--- src/rtl/str_emitter.sv ---
// str_emitter: emits the characters of a right-justified packed string as a
// valid/ready byte stream, skipping leading NUL padding bytes.
// Optional feature: define STR_EMITTER_NUL_TERM_EN to append a trailing 8'h00
// byte (flagged with out_last) after the final character.
module str_emitter #(
    parameter int NBYTES = 16
) (
    input  logic                         clk,
    input  logic                         rst_n,
    input  logic                         start,
    input  logic [8*NBYTES-1:0]          in,
    output logic                         busy,
    output logic                         out_valid,
    input  logic                         out_ready,
    output logic [7:0]                   out_byte,
    output logic                         out_last,
    output logic                         done,
    output logic [$clog2(NBYTES+1)-1:0]  len
);

    localparam int CW = $clog2(NBYTES + 1);
    localparam logic [CW-1:0] NbytesCnt = CW'(NBYTES);

`ifdef STR_EMITTER_NUL_TERM_EN
    localparam bit NulTerm = 1'b1;
`else
    localparam bit NulTerm = 1'b0;
`endif

    typedef enum logic [2:0] {
        StIdle,
        StSkip,
        StEmit,
        StTerm,
        StDone
    } state_e;

    state_e              r_state;
    logic [8*NBYTES-1:0] r_sr;
    logic [CW-1:0]       r_cnt;
    logic [CW-1:0]       r_len;
    logic                r_busy;
    logic                r_out_valid;
    logic [7:0]          r_out_byte;
    logic                r_out_last;
    logic                r_done;

    logic [7:0]          w_top;
    logic [8*NBYTES-1:0] w_sr_shl;
    logic [7:0]          w_next_top;

    // Current and post-shift top bytes of the string register.
    assign w_top      = r_sr[8*NBYTES-1 -: 8];
    assign w_sr_shl   = r_sr << 8;
    assign w_next_top = w_sr_shl[8*NBYTES-1 -: 8];

    assign busy      = r_busy;
    assign out_valid = r_out_valid;
    assign out_byte  = r_out_byte;
    assign out_last  = r_out_last;
    assign done      = r_done;
    assign len       = r_len;

    // Control FSM; every output is registered so it is glitch-free and holds
    // steady across consumer stalls.
    always_ff @(posedge clk or negedge rst_n) begin
        if (!rst_n) begin
            r_state     <= StIdle;
            r_sr        <= '0;
            r_cnt       <= '0;
            r_len       <= '0;
            r_busy      <= 1'b0;
            r_out_valid <= 1'b0;
            r_out_byte  <= 8'h00;
            r_out_last  <= 1'b0;
            r_done      <= 1'b0;
        end else begin
            case (r_state)
                StIdle: begin
                    r_done <= 1'b0;
                    if (start) begin
                        r_sr    <= in;
                        r_cnt   <= NbytesCnt;
                        r_len   <= '0;
                        r_busy  <= 1'b1;
                        r_state <= StSkip;
                    end
                end

                StSkip: begin
                    if (r_cnt != '0) begin
                        if (w_top != 8'h00) begin
                            // First character found; present it next cycle.
                            r_out_valid <= 1'b1;
                            r_out_byte  <= w_top;
                            r_out_last  <= !NulTerm && (r_cnt == CW'(1));
                            r_state     <= StEmit;
                        end else begin
                            r_sr  <= w_sr_shl;
                            r_cnt <= r_cnt - CW'(1);
                        end
                    end else if (NulTerm) begin
                        r_out_valid <= 1'b1;
                        r_out_byte  <= 8'h00;
                        r_out_last  <= 1'b1;
                        r_state     <= StTerm;
                    end else begin
                        r_done  <= 1'b1;
                        r_state <= StDone;
                    end
                end

                StEmit: begin
                    if (out_ready) begin
                        r_sr  <= w_sr_shl;
                        r_cnt <= r_cnt - CW'(1);
                        r_len <= r_len + CW'(1);
                        if (r_cnt == CW'(1)) begin
                            if (NulTerm) begin
                                r_out_byte <= 8'h00;
                                r_out_last <= 1'b1;
                                r_state    <= StTerm;
                            end else begin
                                r_out_valid <= 1'b0;
                                r_out_byte  <= 8'h00;
                                r_out_last  <= 1'b0;
                                r_done      <= 1'b1;
                                r_state     <= StDone;
                            end
                        end else begin
                            // Embedded zero bytes pass through unchanged.
                            r_out_byte <= w_next_top;
                            r_out_last <= !NulTerm && (r_cnt == CW'(2));
                        end
                    end
                end

                StTerm: begin
                    if (out_ready) begin
                        r_out_valid <= 1'b0;
                        r_out_last  <= 1'b0;
                        r_done      <= 1'b1;
                        r_state     <= StDone;
                    end
                end

                StDone: begin
                    r_done  <= 1'b0;
                    r_busy  <= 1'b0;
                    r_state <= StIdle;
                end

                default: begin
                    r_out_valid <= 1'b0;
                    r_out_last  <= 1'b0;
                    r_done      <= 1'b0;
                    r_busy      <= 1'b0;
                    r_state     <= StIdle;
                end
            endcase
        end
    end

endmodule

--- config.mk ---
export PLATFORM = sky130hd
export DESIGN_NAME = str_emitter
export DESIGN_NICKNAME = d
export VERILOG_FILES = /design/src/rtl/str_emitter.sv
export SDC_FILE = /design/constraint.sdc
export NUM_CORES = 1
export LEC_CHECK = 0
export ABC_AREA = 1
export CORE_MARGIN = 2
export CORE_UTILIZATION = 48
export CTS_CLUSTER_DIAMETER = 30
export DETAILED_ROUTE_END_ITERATION = 8
export PLACE_DENSITY_LB_ADDON = 0.12
export SETUP_SLACK_MARGIN = 0.4
export SYNTH_ARGS = -nofsm -noshare
export SYNTH_HDL_FRONTEND = slang
export SYNTH_SLANG_ARGS = --single-unit
--- constraint.sdc ---
create_clock -name clk -period 1.5 [get_ports clk]
set_input_delay 0.15 -clock clk [delete_from_list [all_inputs] [get_ports clk]]
set_output_delay 0.15 -clock clk [all_outputs]
set_load 0.01 [all_outputs]
==> results of run 1 <==
==> cell type report <==
type | instances | share of cell area, %
inverters | 15 | 0.583
flip-flops and latches | 153 | 32.5
repair buffers | 270 | 25.0
multi-input cells | 914 | 34.9
clock buffers | 17 | 3.60
well taps | 220 | 2.33
clock inverters | 15 | 1.11
==> where the power goes <==
group,total [mW],leakage (nW),switching [mW],internal [mW]
sequential,7.19,1.93,1.11,6.09
combinational,18.0,4.14,10.1,7.86
clock,4.13,0.275,1.94,2.19
total,29.3,6.35,13.1,16.1
==> layout by cell type, fill, tap and decap left out, types with 7 or more instances in the layout <==
cell / n
inv_6: 9
buf_12: 20
clkdlybuf4s50_1: 130
buf_6: 12
buf_4: 69
clkbuf_16: 28
nor2_1: 16
nand3_2: 23
inv_1: 8
nand3_1: 141
nand2_1: 670
nand2_4: 7
buf_2: 9
clkbuf_2: 8
dfrtp_1: 150
nand2_2: 22
==> state kept, by name (all words and copies together) (netlist names) <==
name,count
r_cnt,5
r_sr,128
r_state,3
out_last,1
len,5
out_valid,1
done,1
busy,1
out_byte,8
==> routing by layer <==
metal	wire, um	part of all wire [%]
met5	0	0
met4	384	1.6
met3	1280	5.2
met2	12200	50
met1	10800	44
==> how the worst max path moves through the flow <==
stage	from	end	slack [ns]
floorplan	r_cnt[0]	r_cnt[2]	-0.03
global placement	out_ready	out_byte[2]	-0.14
detailed placement	start	r_sr[63]	-0.17
CTS	r_sr[124]	r_sr[37]	-0.11
global route	r_state[0]	r_sr[45]	-0.23
finish	r_state[0]	r_sr[43]	-0.20
==> cell families (layout without fill, tap and decap cells) <==
group / Yosys count / count (layout) / synth area share [%]
and+or+nand+nor: 899 / 899 / 45.3
DFF: 153 / 153 / 47.9
xor gates and xnor gates: 2 / 2 / 0.219
adders and majority gates: 5 / 5 / 0.782
buffers and inverters: 85 / 317 / 5.32
AOI/OAI and AO/OA: 8 / 8 / 0.500
==> through the flow <==
step	utilization (%)	TNS [ns]	area (um2)	power, mW
3_3_place_gp	62.3	-14.13	10300	20.5
2_1_floorplan	-	-2.16	8080	16.3
3_5_place_dp	62.3	-17.39	10300	20.8
4_1_cts	66.6	-6.83	11000	25.7
5_1_grt	71.7	-25.83	11800	31.5
6_report	71.7	-18.97	11800	29.3
==> what timing repair did <==
| item | CTS | global route |
|---|---|---|
| endpoints found under the hold margin | 147 | 0 |
| setup buffers | 5 | 27 |
| pin swaps | 1 | 32 |
| gates resized for setup | 68 | 96 |
| setup endpoints to repair | 170 | 170 |
| hold buffers | 1 | 0 |
| gates cloned | 1 | 14 |
==> results.json, run 1 <==
{
  "max-clock-path-buffers": 2,
  "grt_setup_unrepaired": "yes",
  "vias": 8320,
  "yosysMostFrequentCell": "nand2_1",
  "grt_max_degree": 68,
  "syn2layout_area_growth_pct": 47.6,
  "die_w_um": 133,
  "yosys_warnings": 0,
  "dp_cells": 1524,
  "netlist_instances": 1152,
  "path_class": "flip-flop to flip-flop",
  "met2_usage_pct": 41.4,
  "worst-r2r-cell-count": 8,
  "status": "finished, violations left",
  "dieArea_um2": 17700,
  "synth_top_area_share_pct": 47.9,
  "vdd_ir_drop_max_v": 0.00122,
  "synthTopCellsByArea": "dfrtp_1 (48%), nand2_1 (33%), nand3_1 (10%)",
  "synth_fp_nets": 1289,
  "period_share_pct": 113,
  "grt_pass1_vias": 7606,
  "clock_latency_ns": 0.44,
  "die_h_um": 133,
  "cp_cell_sequence": "a21oi_4 > nand2_2 > inv_1 > nand3_4 > buf_12 > clkbuf_16 > nand2_1 > nand2_1",
  "tightest_slew_ns": 0.383,
  "slowest_delay_ns": 0.47,
  "place_ws_ns": -0.167,
  "regToRegEndpoint": "r_sr[43]",
  "synth_ff_type": "dfrtp_1",
  "r2r_setup_slack_ns": -0.20,
  "cp_num_buf_inv": 3,
  "seq_area_frac_synth_pct": 47.9,
  "cp_top_family": "buffers and inverters",
  "drive_above_1_share_pct": 18.5,
  "io_buffers": 148,
  "grt_busiest_layer": "met2",
  "crit_required_ns": 1.82,
  "hold_viol_final": 0,
  "drtIter0Drc": 693,
  "finalCriticalPeriod_ns": 1.70,
  "gp_congestion": 0.800,
  "grt-ovfl-total": 0,
  "cp.depth": 8,
  "fin_hold_ws_ns": 0.193,
  "synth_area_leader_cell": "dfrtp_1",
  "initial_core_util_pct": 48.6,
  "violations": "negative setup slack",
  "multi_input_area_um2": 4130,
  "viasPerCell": 5.19,
  "ys_ff_latch": 153,
  "met3_usage_pct": 3.65,
  "rr_startpoint": "r_state[0]",
  "fill_cells": 1337,
  "power_leakage_nw": 6.35,
  "drv_slew": 0,
  "p_per_area_nw_per_um2": 2480,
  "root_buffer": "clkbuf_16",
  "path_clk_slew_ns": 0.07,
  "fmax_mhz": 589,
  "hp-class": "primary input to async pin",
  "crit_fanout": 19,
  "fin_cells": 1604,
  "netlist_top_cells_count": "nand2_1 (700), nand3_1 (166), dfrtp_1 (153)",
  "grt_util_met1_pct": 34.5,
  "grt_first_pass_wirelength_um": 36000,
  "fp.coreArea_um2": 16500,
  "drc_errors": 0,
  "fin_ws_ns": -0.198,
  "slew_headroom_pct": 74.5,
  "antenna_found_initial": 0,
  "setup_viol": 141,
  "drt-wirelength-per-cell_um": 15.4,
  "grtUsageTotal_pct": 24.9,
  "endpoint_kind": "flip-flop",
  "antenna_left": 0,
  "nets": 1508,
  "wirelength_um": 24700,
  "tritoncts": "built",
  "worstSetupStartpointType": "flip-flop",
  "syn_area_um2": 8000,
  "postSynthAreaPerCell_um2": 6.94,
  "crit_top_cell": "nand2_1",
  "drt_pass1_iterations": 6,
  "numClockSinks": 153,
  "async_flop_share_pct": 100,
  "dp.final_hpwl_um": 13900,
  "num_antenna_cells": 0,
  "slowest_stage": "dfrtp_2",
  "synth_cell_type_count": 24,
  "rows": 47,
  "cap_viol_max_count": 0,
  "arrival_ns": 2.02,
  "ios": 149,
  "fin_skew_ns": 0.0104,
  "seqCellArea_um2": 3830,
  "numCtsBuffers": 17,
  "cts.htree.levels": 4,
  "synth_edf_count": 0
}
No activity file was read; power rests on OpenSTA's default activity.
==> inputs of run 2 (changes only) <==
Settings changed: CORE_MARGIN 2 to not set.
==> results.json, run 2 (same netlist as run 1, synthesis figures left out) <==
{
  "fin_skew_ns": 0.00740,
  "arrival_ns": 2.02,
  "grt_pass1_vias": 8167,
  "hp-class": "primary input to async pin",
  "drt-wirelength-per-cell_um": 15.8,
  "seqCellArea_um2": 3830,
  "path_clk_slew_ns": 0.06,
  "initial_core_util_pct": 49.8,
  "vias": 8593,
  "syn2layout_area_growth_pct": 54.4,
  "nets": 1523,
  "grtUsageTotal_pct": 27.4,
  "crit_top_cell": "clkbuf_16",
  "die_h_um": 131,
  "max-clock-path-buffers": 2,
  "setup_viol": 145,
  "worstSetupStartpointType": "flip-flop",
  "fp.coreArea_um2": 16100,
  "final_cell_mix": "nand2_1 (642), dfrtp_1 (151), nand3_1 (133), clkdlybuf4s50_1 (130), buf_4 (64)",
  "layout_commonest_cell": "nand2_1",
  "tritoncts": "built",
  "drc_errors": 0,
  "num_antenna_cells": 0,
  "grt_max_degree": 50,
  "drive_above_1_share_pct": 22.1,
  "violations": "negative setup slack",
  "cap_viol_max_count": 0,
  "root_buffer": "clkbuf_16",
  "die_w_um": 131,
  "fin_ws_ns": -0.201,
  "multi_input_area_um2": 4290,
  "dp.final_hpwl_um": 13800,
  "crit_required_ns": 1.82,
  "grt_first_pass_wirelength_um": 38100,
  "clock_latency_ns": 0.43,
  "viasPerCell": 5.32,
  "fin_util_pct": 76.9,
  "fill_cells": 1105,
  "numCtsBuffers": 17,
  "cp_cell_sequence": "nor2_1 > nand3b_1 > nand2_2 > nor2_4 > buf_12 > clkbuf_16 > clkbuf_16 > nand3_1 > nand2_1",
  "slowest_stage": "dfrtp_2",
  "wirelength_um": 25600,
  "hold_viol_final": 0,
  "top_register": "r_sr",
  "finalCriticalPeriod_ns": 1.70,
  "power_leakage_nw": 6.61,
  "fmax_mhz": 588,
  "cts.htree.levels": 4,
  "vdd_ir_drop_max_v": 0.00149,
  "slew_headroom_pct": 77.7,
  "grt-ovfl-total": 0,
  "ios": 149,
  "gp_congestion": 0.833,
  "endpoint_kind": "flip-flop",
  "largest_reg_flops": 128,
  "fin_cells": 1615,
  "power.total_mw": 32.0,
  "path_class": "flip-flop to flip-flop",
  "period_share_pct": 113,
  "drt_pass1_iterations": 5,
  "crit_fanout": 6,
  "antenna_left": 0,
  "rows": 46,
  "antenna_found_initial": 0,
  "p_per_area_nw_per_um2": 2590,
  "tightest_slew_ns": 0.335,
  "dp_cells": 1524,
  "numClockSinks": 153,
  "io_buffers": 148,
  "grt_setup_unrepaired": "yes",
  "drv_slew": 0,
  "status": "finished, violations left",
  "dieArea_um2": 17200,
  "slowest_delay_ns": 0.47,
  "drtIter0Drc": 555
}
run 2: cell types whose count changed in the layout (fill, tap and decap cells not counted), sizes merged:
cell / previous run / this run
buf: 120 / 140
bufinv: 0 / 3
clkbuf: 36 / 34
clkinv: 4 / 5
clkinvlp: 1 / 4
inv: 25 / 15
run 2: worst paths after layout:
check / from / to / slack (ns) / cells past startpoint
min reg2reg: r_sr[59] / r_sr[59] / 0.47 / 2
max: r_state[0] / r_sr[102] / -0.20 / 9
max reg2reg: r_state[0] / r_sr[102] / -0.20 / 9
min: rst_n / out_byte[4] / 0.17 / 2
min in group clk: in[0] / r_sr[0] / 0.28 / 3
max in group asynchronous: rst_n / r_sr[59] / 0.73 / 3
run 2: critical path: cells and delay by family, from the launching register on:
kind,cells,cell delay [ns]
flip-flops,1,0.47
buffers and inverters,3,0.47
AND/OR/NAND/NOR,6,0.64
run 2: cell type report:
type | instances | area share [%]
flip-flops and latches | 153 | 31.0
clock buffers | 20 | 3.70
clock inverters | 12 | 1.21
well taps | 216 | 2.19
inverters | 15 | 0.557
multi-input cells | 914 | 34.7
repair buffers | 285 | 26.6
run 2: layer usage:
layer	track usage (%)	wire length, um
met1	34.1	10100
met2	47.2	13000
met3	5.02	1670
met4	10.1	793
met5	0	0
run 2: where the power goes:
group | switching (mW) | total, mW | leakage [nW] | internal (mW)
clock | 1.74 | 4.43 | 0.288 | 2.69
combinational | 10.8 | 20.2 | 4.39 | 9.46
sequential | 1.22 | 7.32 | 1.93 | 6.09
run 2: stage by stage:
step	instance area [um2]	TNS [ns]	hold slack (ns)	setup WS [ns]
after floorplan	8080	-2.16	-0.146	-0.0312
after global placement	10300	-14.64	0.0594	-0.147
after detailed placement	10300	-17.50	0.0544	-0.158
after CTS	11600	-11.73	0.177	-0.115
after global routing	12400	-29.32	0.182	-0.253
final	12400	-18.51	0.172	-0.201
run 2: what timing repair did:
action	4_1_cts	5_1_grt
hold endpoints to repair	145	0
buffers inserted	27	9
gates resized for setup	155	94
endpoints found under the setup margin	170	170
gates cloned	7	15
hold buffers	1	0
pin swaps	30	21
